## src/rtl/flappy_pkg.sv

```systemverilog
// Shared types and helpers for the flappy-bird matrix game blocks.
package flappy_pkg;

    localparam int ROWS = 8;

    typedef enum logic [1:0] {
        IDLE     = 2'd0,
        FLY      = 2'd1,
        GROUNDED = 2'd2,
        DEAD     = 2'd3
    } bird_state_t;

    typedef logic [2:0] row_t;

    // One-hot decode of a row index, bit 0 = bottom row.
    function automatic logic [ROWS-1:0] row_onehot(input row_t r);
        logic [ROWS-1:0] v;
        v    = '0;
        v[r] = 1'b1;
        return v;
    endfunction

    // Upward move that saturates at the top row instead of wrapping.
    function automatic row_t row_up(input row_t r, input int unsigned n);
        logic [3:0] s;
        s = {1'b0, r} + 4'(n);
        return (s > 4'd7) ? 3'd7 : s[2:0];
    endfunction

endpackage

```

## src/rtl/tick_gen.sv

```systemverilog
// Free-running modulo-N counter that flags the last count of each period.
module tick_gen #(
    parameter int N = 4
) (
    input  logic clock,
    input  logic reset,
    input  logic clear,
    output logic tick
);

    localparam int CW = (N > 1) ? $clog2(N) : 1;
    localparam logic [CW-1:0] LAST = CW'(N - 1);

    logic [CW-1:0] count_q;
    logic [CW-1:0] count_d;

    // Tick is visible during the cycle the count sits at N-1, so the
    // consumer can act on the same edge that wraps the counter.
    assign tick = (count_q == LAST);

    // Next count: wrap after N-1, or restart when the consumer asks.
    always_comb begin
        count_d = count_q + CW'(1);
        if (clear || tick) begin
            count_d = '0;
        end
    end

    // Count register.
    always_ff @(posedge clock) begin
        if (reset) begin
            count_q <= '0;
        end else begin
            count_q <= count_d;
        end
    end

endmodule

```

## src/rtl/bird_position.sv

```systemverilog
// Bird vertical position: flap edges lift the bird, a gravity tick drops it,
// and the result is shown as a registered one-hot row plus a ground flag.
module bird_position
    import flappy_pkg::*;
#(
    parameter int FALL_TICKS = 25000000,
    parameter int START_ROW  = 4,
    parameter int FLAP_ROWS  = 1
) (
    input  logic clock,
    input  logic reset,
    input  logic flap,
    input  logic lossDetect,
    output logic g0,
    output logic g1,
    output logic g2,
    output logic g3,
    output logic g4,
    output logic g5,
    output logic g6,
    output logic g7,
    output logic groundOut,
    output logic playing
);

    localparam row_t START = row_t'(START_ROW);

    bird_state_t     state_q, state_d;
    row_t            pos_q, pos_d;
    logic            flap_q;
    logic [ROWS-1:0] g_q, g_d;
    logic            ground_q, ground_d;
    logic            playing_q, playing_d;

    logic rise;
    logic tick;
    logic cnt_clear;

    assign rise = flap & ~flap_q;

    tick_gen #(
        .N(FALL_TICKS)
    ) u_tick (
        .clock(clock),
        .reset(reset),
        .clear(cnt_clear),
        .tick (tick)
    );

    // Next state and position; outputs are decoded from the next state so
    // a change taken on an edge is visible right after that edge.
    always_comb begin
        state_d   = state_q;
        pos_d     = pos_q;
        cnt_clear = 1'b1;

        case (state_q)
            IDLE: begin
                pos_d = START;
                if (rise) begin
                    state_d = FLY;
                    pos_d   = row_up(pos_q, FLAP_ROWS);
                end
            end
            FLY: begin
                cnt_clear = 1'b0;
                if (lossDetect) begin
                    state_d = DEAD;
                end else if (rise) begin
                    // A flap beats gravity and restarts the fall period.
                    pos_d     = row_up(pos_q, FLAP_ROWS);
                    cnt_clear = 1'b1;
                end else if (tick) begin
                    if (pos_q != 3'd0) begin
                        pos_d = pos_q - 3'd1;
                    end else begin
                        state_d = GROUNDED;
                    end
                end
            end
            GROUNDED: begin
                state_d = GROUNDED;
            end
            DEAD: begin
                state_d = DEAD;
            end
            default: begin
                state_d = IDLE;
            end
        endcase

        g_d       = (state_d == GROUNDED) ? '0 : row_onehot(pos_d);
        ground_d  = (state_d == GROUNDED);
        playing_d = (state_d == FLY);
    end

    // State, position, edge-detect and output registers.
    always_ff @(posedge clock) begin
        if (reset) begin
            state_q   <= IDLE;
            pos_q     <= START;
            flap_q    <= 1'b0;
            g_q       <= row_onehot(START);
            ground_q  <= 1'b0;
            playing_q <= 1'b0;
        end else begin
            state_q   <= state_d;
            pos_q     <= pos_d;
            flap_q    <= flap;
            g_q       <= g_d;
            ground_q  <= ground_d;
            playing_q <= playing_d;
        end
    end

    assign g0        = g_q[0];
    assign g1        = g_q[1];
    assign g2        = g_q[2];
    assign g3        = g_q[3];
    assign g4        = g_q[4];
    assign g5        = g_q[5];
    assign g6        = g_q[6];
    assign g7        = g_q[7];
    assign groundOut = ground_q;
    assign playing   = playing_q;

endmodule

```

## config.mk

```make
export PLATFORM = sky130hd
export DESIGN_NAME = bird_position
export DESIGN_NICKNAME = d
export VERILOG_FILES = /design/src/rtl/flappy_pkg.sv /design/src/rtl/tick_gen.sv /design/src/rtl/bird_position.sv
export SDC_FILE = /design/constraint.sdc
export NUM_CORES = 1
export LEC_CHECK = 0
export CORE_AREA = 4 4 62 64
export DETAILED_ROUTE_END_ITERATION = 8
export DIE_AREA = 0 0 66 68
export PLACE_DENSITY = 0.9
export SETUP_SLACK_MARGIN = 0.2
export SLEW_MARGIN = 20
export SYNTH_ARGS = -nofsm -noshare
export SYNTH_HDL_FRONTEND = slang
export SYNTH_SLANG_ARGS = --single-unit
```

## constraint.sdc

```tcl
create_clock -name clock -period 5.9 [get_ports clock]
set_input_delay 0.885 -clock clock [delete_from_list [all_inputs] [get_ports clock]]
set_output_delay 0.885 -clock clock [all_outputs]
set_load 0.05 [all_outputs]
```

**Word level (Yosys, flattened, before mapping)**

Index checks and enable logic that the tools add are counted.
W data, S select, Z words.

- $add $sub $neg: 3
- $lt $le $gt $ge: 3
- Equality and inequality tests: 6
- Multiplexer cells: 19
- Bitwise gates (word level): 2
- Reduce and logical (&&, ||, !) cells: 6

Operator list:

| kind | count |
|---|---|
| $add A25 B1 Y25 const B | 1 |
| $eq A25 B25 Y1 const B | 1 |
| $mux W3 | 6 |
| $mux W2 | 5 |
| $pmux W2 S4 | 1 |
| $eq A2 B2 Y1 const B | 3 |
| $pmux W3 S2 | 1 |
| $mux W5 | 1 |
| $add A3 B1 Y4 const B | 1 |
| $eq A2 B1 Y1 const B | 2 |
| $gt A4 B3 Y1 const B | 1 |
| $lt A3 B4 Y1 const B | 1 |
| $mux W1 | 4 |
| $reduce_or A2 Y1 | 2 |
| $demux W1 S3 | 1 |
| $ge A3 B1 Y1 const B | 1 |
| $reduce_bool A3 Y1 | 1 |
| $sub A3 B1 Y3 const B | 1 |
| $logic_not A2 Y1 | 1 |
| $and A1 B1 Y1 | 1 |
| $logic_and A1 B1 Y1 | 1 |
| $logic_or A1 B1 Y1 | 1 |
| $not A1 Y1 | 1 |

- Flip-flop bits (word level): 41
- Input port bits: 4
- Output and inout port bits: 10
- Word-level logic and storage cells: 47

**Logic depth before layout (Yosys ltp)**

Gate-level depths: netlist of run 1.

- Word-level depth: 11
- Gate-level depth with buffers: 8
- Gate-level depth less buffers: 8

**Modules after synthesis**

Synthesis of run 1 repeated with hierarchy kept, for this count alone.

- Cells, all modules: 225
- Area total of the unflattened synthesis: 2,045.7 um^2

Modules (own cells, without submodules):

| module | instances | cells an instance | area each (um^2) | seq. area each (um^2) |
|---|---|---|---|---|
| tick_gen | 1 | 132 | 1,203.7 | 500.5 |
| bird_position | 1 | 93 | 842.1 | 320.3 |

**Worst setup path before layout of run 1**

Ideal clock, no wire load.

- Path type: input-to-reg
- Start: input flap
- End: register g_q[3]
- Setup time: 0.065 ns
- Arrival: 2.085 ns
- Data required time: 5.835 ns
- Setup slack: 3.750 ns
- Stages on the path: 7
- Buffers on the path: 1
- Path through: nor2b_1 > clkbuf_1 > nor4_1 > nor4b_1 > or3_4 > or2_1 > nor2_1

- Cells in the longest elaborated chain, start to end: 8
- Elaborated cells on any way between the ends: 16
- Those cells by class: 2 x order compare; 1 x eq/ne; 10 x mux; 1 x bitwise; 2 x reduce/logical

Ends and longest elaborated chain:

| element | RTL line | RTL |
|---|---|---|
| from (decl) | bird_position.sv:12 | `input logic flap,` |
| $and A1 B1 Y1 (*) | bird_position.sv:39 | `assign rise = flap & ~flap_q;` |
| $mux W3 | bird_position.sv:69 | `end else if (rise) begin` |
| $mux W3 | bird_position.sv:67 | `if (lossDetect) begin` |
| $pmux W3 S2 | bird_position.sv:57 | `case (state_q)` |
| $lt A3 B4 Y1 (implied by the code) or $ge A3 B1 Y1 (tied branches) | flappy_pkg.sv:19 | `v[r] = 1'b1;` |
| $logic_and A1 B1 Y1 (implied by the code) | flappy_pkg.sv:19 |  |
| $mux W1 (implied by the code) | flappy_pkg.sv:19 |  |
| $demux W1 S3 | flappy_pkg.sv:19 |  |
| to (signal assigned) | bird_position.sv:103 | `g_q <= row_onehot(START);` |
| to (signal assigned) | bird_position.sv:110 | `g_q <= g_d;` |
| to (decl) | bird_position.sv:31 | `logic [ROWS-1:0] g_q, g_d;` |

Mark *: on every way between the ends. The rest lies on a longest branch, timed or not.
A chain may end at the register's enable or synchronous reset.

**Final worst setup path of run 1**

- Start: input flap
- End: register g_q[2]

The elaborated chain is that of the path after synthesis.

==> reports/results.ini, run 1 <==
[timing]
period_share_pct = 42.67
rsz0062_at_grt = false
fin_crit_ns = 2.518
setup_viol = 0
setup_tns_ns = 0
slew_viol_final = 0
tightest_slew_ns = 0.7983
fmax_mhz = 397.2
finalHoldViolCount = 0
clock_skew_ns = 0.01171
slew_headroom_pct = 46.78
final.setup.worst_slack_ns = 3.382

[global_routing]
grt_pass1_vias = 1495
grt-ovfl-total = 0
antenna_found_initial = 0
grt_use_total_pct = 19.14
grt_max_degree = 26
grt_pass1_wl_um = 6520

[power]
pwr_density_cell_nw_per_um2 = 260.8
fin_total_pwr_uw = 569.1
vdd_ir_drop_max_uv = 223.5
leakage_nw = 0.7359

[layout]
drive_gt1_share_pct = 7.265
n_antenna_cell = 0
area_delta_synth_final_pct = 12.81
nets = 241
final_common_cell = nor2_1
mostFrequentLayoutCells = nor2_1 (45), dfxtp_1 (41), xor2_1 (14), nand2_1 (14), clkdlybuf4s50_1 (13)

[clock_network]
clockBufferDepth = 2
ctsHoldBuffers = 0
clock-sinks = 41
cts_resized = 0
h-tree-depth = 2
numCtsBuffers = 5
root_buffer = clkbuf_4
cts_tree = yes
insertion_delay_ns = 0.36
cts_setup_buffers = 0
path_clk_slew_ns = 0.11

[synthesis]
synth-main-ff-cell = dfxtp_1
synth_enable_flop_cells = 0
syn-num-nets = 232
async_flop_share_pct = 0
netlist_area_um2 = 1934
synth.area.top_cells = dfxtp_1 (42%), nor2_1 (8.7%), xor2_1 (6.3%)
synth_seq_area_share_pct = 42.43
avgSynthCellArea_um2 = 8.636
synth_top_cell_by_area = dfxtp_1
syn_inst = 224
yosysTopAreaCellShare_pct = 42.43
synth.distinct_cells = 46
ys_seq_elements = 41
yosys_warnings = 0

[setup_path]
worst-setup-path-type = in2reg
r2r-start = u_tick.count_q[0]
worst_ep_required_time_ns = 6.20
crit_path_start = flap
critical_path.top_delay_family = simple AND/OR/NAND/NOR gates
start_kind = primary input
cp_max_fo = 8
worst-path-buf-inv = 1
cp_slowest_cell = clkdlybuf4s50_1
cpPeakStageDelay_ns = 0.49
arrival_ns = 2.81
path_cells = clkdlybuf4s50_1 > nor2b_1 > nand2_1 > a221oi_1 > mux2i_1 > a211o_1 > nor2_1
worstSetupEndpointType = register

[routing]
vias = 1542
postRouteAntennaNets = 0
wl_per_cell_um = 12.72
via_per_inst = 5.507
first_pass_iters = 4
drt-initial-drc-count = 149
drc = 0
wl_um = 3561

[floorplan]
die_x_um = 66
die_h_um = 68
std_cell_rows = 21
dieArea_um2 = 4488
io_pins = 14
core_um2 = 3284
start_util_pct = 58.90

[worst_hold_path]
worstHoldStart = u_tick.count_q[0]
min_path_type = reg2reg

[placement]
post-place-ws_ns = 2.996
portBuffers = 13
hpwl_um = 2506
gp_congestion = 0.8625

[run_status]
outcome = finished clean

[run]
max_cap_violations = 0

[worst register-to-register path, delay by kind of cell, from the launching register on]
kind / cells / cell delay, ns
fa+ha+maj: 1 / 0.25
simple gates: 4 / 1.30
compound gates: 1 / 0.27
flops: 1 / 0.37
[flip-flops by register name, indices dropped and copies added (netlist names)]
signal          flops
g_q                 8
groundOut           1
u_tick.count_q     25
state_q             2
pos_q               3
flap_q              1
playing             1
[Yosys cell counts, drive strengths merged (2+ instances only)]
master and instances:
and4 3, inv 4, xor2 14, nand2 14
nand4 7, nor2b 4, or3 4, nand2b 3
nand3 9, nand3b 2, ha 4, and2 4
a21oi 6, dfxtp 41, nor2 45, and3 5
clkbuf 10, nor3 6, xnor2 7, o21ai 2
nor4b 4, o31a 2, or2 4
[layer usage]
layer  GRT usage (%)  up-vias  share of wire (%)
li1                -      787                  -
met1           21.99      718                 43
met2           33.67       33                 52
met3           6.404        4                4.5
met4           6.091        0                1.3
met5               0        -                  0
[through the flow]
step	hold WS [ns]	cell area, um^2	cells	util (%)
2_1_floorplan	0.4378	1934	224	-
3_3_place_gp	0.4553	2079	272	63.31
3_5_place_dp	0.4654	2079	272	63.31
4_1_cts	0.5098	2182	280	66.44
5_1_grt	0.5470	2182	280	66.44
6_report	0.5085	2182	280	66.44
[final timing paths]
| path | endpoint | slack (ns) | depth (start not counted) |
|---|---|---|---|
| min reg2reg | u_tick.count_q[0] | 0.51 | 1 |
| max reg2reg | u_tick.count_q[20] | 3.64 | 6 |
| min | u_tick.count_q[0] | 0.51 | 1 |
| max | g_q[2] | 3.38 | 7 |
[kinds of logic after synthesis]
family	Yosys count	share of synthesized area (%)
buffers and inverters	15	2.975
AND/OR/NAND/NOR	118	32.73
AO/OA/AOI/OAI	23	8.669
adder cells (fa/ha/maj)	4	2.587
flip-flops	41	42.43
XOR/XNOR	21	9.509
multiplexers	2	1.100
[cell type report]
cell class                      count  area [um^2]
Inverter                            4        15.01
Clock buffer                        5        37.54
Tap cell                           46        57.56
Timing Repair Buffer               13        130.1
Fill cell                         294         1102
Clock inverter                      3        65.06
Sequential cell                    41        820.8
Multi-Input combinational cell    168         1056
[power breakdown]
| part | leakage (nW) | switching [mW] | internal, mW |
|---|---|---|---|
| Clock | 0.0552 | 0.0916 | 0.131 |
| Sequential | 0.332 | 0.00656 | 0.283 |
| Combinational | 0.349 | 0.0339 | 0.0229 |
| Total | 0.736 | 0.132 | 0.437 |
Note: power is estimated with default switching activity, not from simulation.
==> run 2: changes to the inputs <==
CORE_AREA = 4 4 66 68   (was 4 4 62 64)
DIE_AREA = 0 0 70 72   (was 0 0 66 68)
PLACE_DENSITY = 0.84   (was 0.9)
clock period = 2.3 ns   (was 5.9 ns; I/O delays follow)
==> run 2 against run 1 <==
Net effect: clock-buffer cell count increased by 2; combinational power increased to 3.2 times the previous value; critical path depth increased by 1.
==> reports/results.ini, run 2 (synthesis gave the netlist of run 1 again) <==
[setup_path]
rrSetupSlack_ns = 0.28
arrival_ns = 2.21
cp_max_fo = 5
r2r_cells = 8
worst_ep_required_time_ns = 2.49
worst-setup-path-type = reg2reg
timing.rr.end = g_q[2]
r2r-start = u_tick.count_q[0]
start_kind = register
worstSetupEndpointType = register

[worst_hold_path]
worstHoldPathCells = 2
worstHoldStart = u_tick.count_q[19]
holdPathEnd = u_tick.count_q[19]
min_path_type = reg2reg

[timing]
tightest_slew_ns = 0.5007
rsz0062_at_grt = true
fin_crit_ns = 2.021
period_share_pct = 87.87
clock_skew_ns = 0.007686
finalHoldViolCount = 0
slew_viol_final = 0
hold_slack_ns = 0.5138
setup_tns_ns = 0
slew_headroom_pct = 66.51
fmax_mhz = 494.8
setup_viol = 0

[global_routing]
grt_pass1_vias = 1454
grt-ovfl-total = 0
antenna_found_initial = 0
grt_max_degree = 26
grt_pass1_wl_um = 6320
grt_use_total_pct = 15.42

[run_status]
outcome = finished clean

[layout]
top_regs = u_tick.count_q x25, g_q x8, pos_q x3
n_antenna_cell = 0
nFillCells = 334
nets = 252
mostFrequentLayoutCells = nor2_1 (45), dfxtp_1 (39), xor2_1 (14), nand2_1 (14), clkdlybuf4s50_1 (13)
area_delta_synth_final_pct = 22.64
multiInputGateArea_um2 = 1136
max_flop_register = u_tick.count_q
final_common_cell = nor2_1
drive_gt1_share_pct = 16.33
seqCellArea_um2 = 825.8
largest_register_ffs = 25

[floorplan]
start_util_pct = 50.16
die_x_um = 70
die_h_um = 72
io_pins = 14
core_um2 = 3856
std_cell_rows = 23
dieArea_um2 = 5040

[clock_network]
clock-sinks = 41
path_clk_slew_ns = 0.07
numCtsBuffers = 5
ctsHoldBuffers = 0
root_buffer = clkbuf_8
cts_tree = yes
h-tree-depth = 2
insertion_delay_ns = 0.29
clockBufferDepth = 2

[placement]
portBuffers = 13
hpwl_um = 2643
gp_congestion = 0.8961

[power]
pwr_density_cell_nw_per_um2 = 639.3
leakage_nw = 0.8197
vdd_ir_drop_max_uv = 386.2

[routing]
first_pass_iters = 4
via_per_inst = 5.346
wl_um = 3857
wl_per_cell_um = 13.07
vias = 1577
postRouteAntennaNets = 0
drt-initial-drc-count = 95
drc = 0

[run]
max_cap_violations = 0

[run 2: routing by layer]
layer	vias up	track usage, %	wire [um]
li1	803	-	-
met1	745	18.46	1782
met2	22	26.76	1891
met3	7	4.017	122
met4	0	5.745	59
met5	-	0	0
[run 2: layout make-up]
type	instances	share of cell area, %
Clock buffer	7	3.639
Clock inverter	1	1.266
Inverter	4	0.6329
Multi-Input combinational cell	168	47.89
Sequential cell	41	34.81
Tap cell	50	2.637
Timing Repair Buffer	24	9.124
[run 2: per-stage QoR]
| stage | cells | power (mW) | utilization [%] | area, um^2 | worst slack [ns] |
|---|---|---|---|---|---|
| finish | 295 | 1.517 | 61.52 | 2372 | 0.2791 |
| global route | 295 | 1.574 | 61.52 | 2372 | 0.1561 |
| floorplan | 224 | 0.8665 | - | 1934 | 0.3009 |
| global placement | 283 | 0.9111 | 55.42 | 2137 | 0.1986 |
| CTS | 291 | 1.511 | 58.60 | 2260 | 0.1964 |
| detailed placement | 283 | 0.9139 | 55.42 | 2137 | 0.1780 |
[run 2: worst max-delay path by stage]
stage	from	to	slack (ns)	cells past startpoint
2_1_floorplan	pos_q[0]	g_q[3]	0.30	8
3_3_place_gp	flap	g_q[0]	0.20	8
3_5_place_dp	flap	g_q[2]	0.18	8
4_1_cts	u_tick.count_q[1]	g_q[2]	0.20	7
5_1_grt	pos_q[0]	g_q[3]	0.16	8
6_report	u_tick.count_q[0]	g_q[2]	0.28	8
[run 2: critical path: stages, from the launching register on]
cell and delay [ns]:
dfxtp_1 0.38, ha_4 0.16, and2_4 0.15, nand4_1 0.15, buf_6 0.19, o31a_1 0.32, o31ai_4 0.33, nand2b_1 0.18
nor2_1 0.06
[run 2: where the power goes]
group	total, mW	leakage, nW	internal [mW]	switching (mW)
logic	0.180	0.428	0.0764	0.104
clock network	0.597	0.0585	0.354	0.243
registers	0.740	0.333	0.725	0.0144
total	1.52	0.820	1.16	0.361
[run 2: what timing repair did]
action / in CTS / in global routing
hold endpoints to repair: 0 / 0
gates resized for setup: 2 / 18
pin swaps: 0 / 8
endpoints found under the setup margin: 3 / 14
buffers inserted: 0 / 4
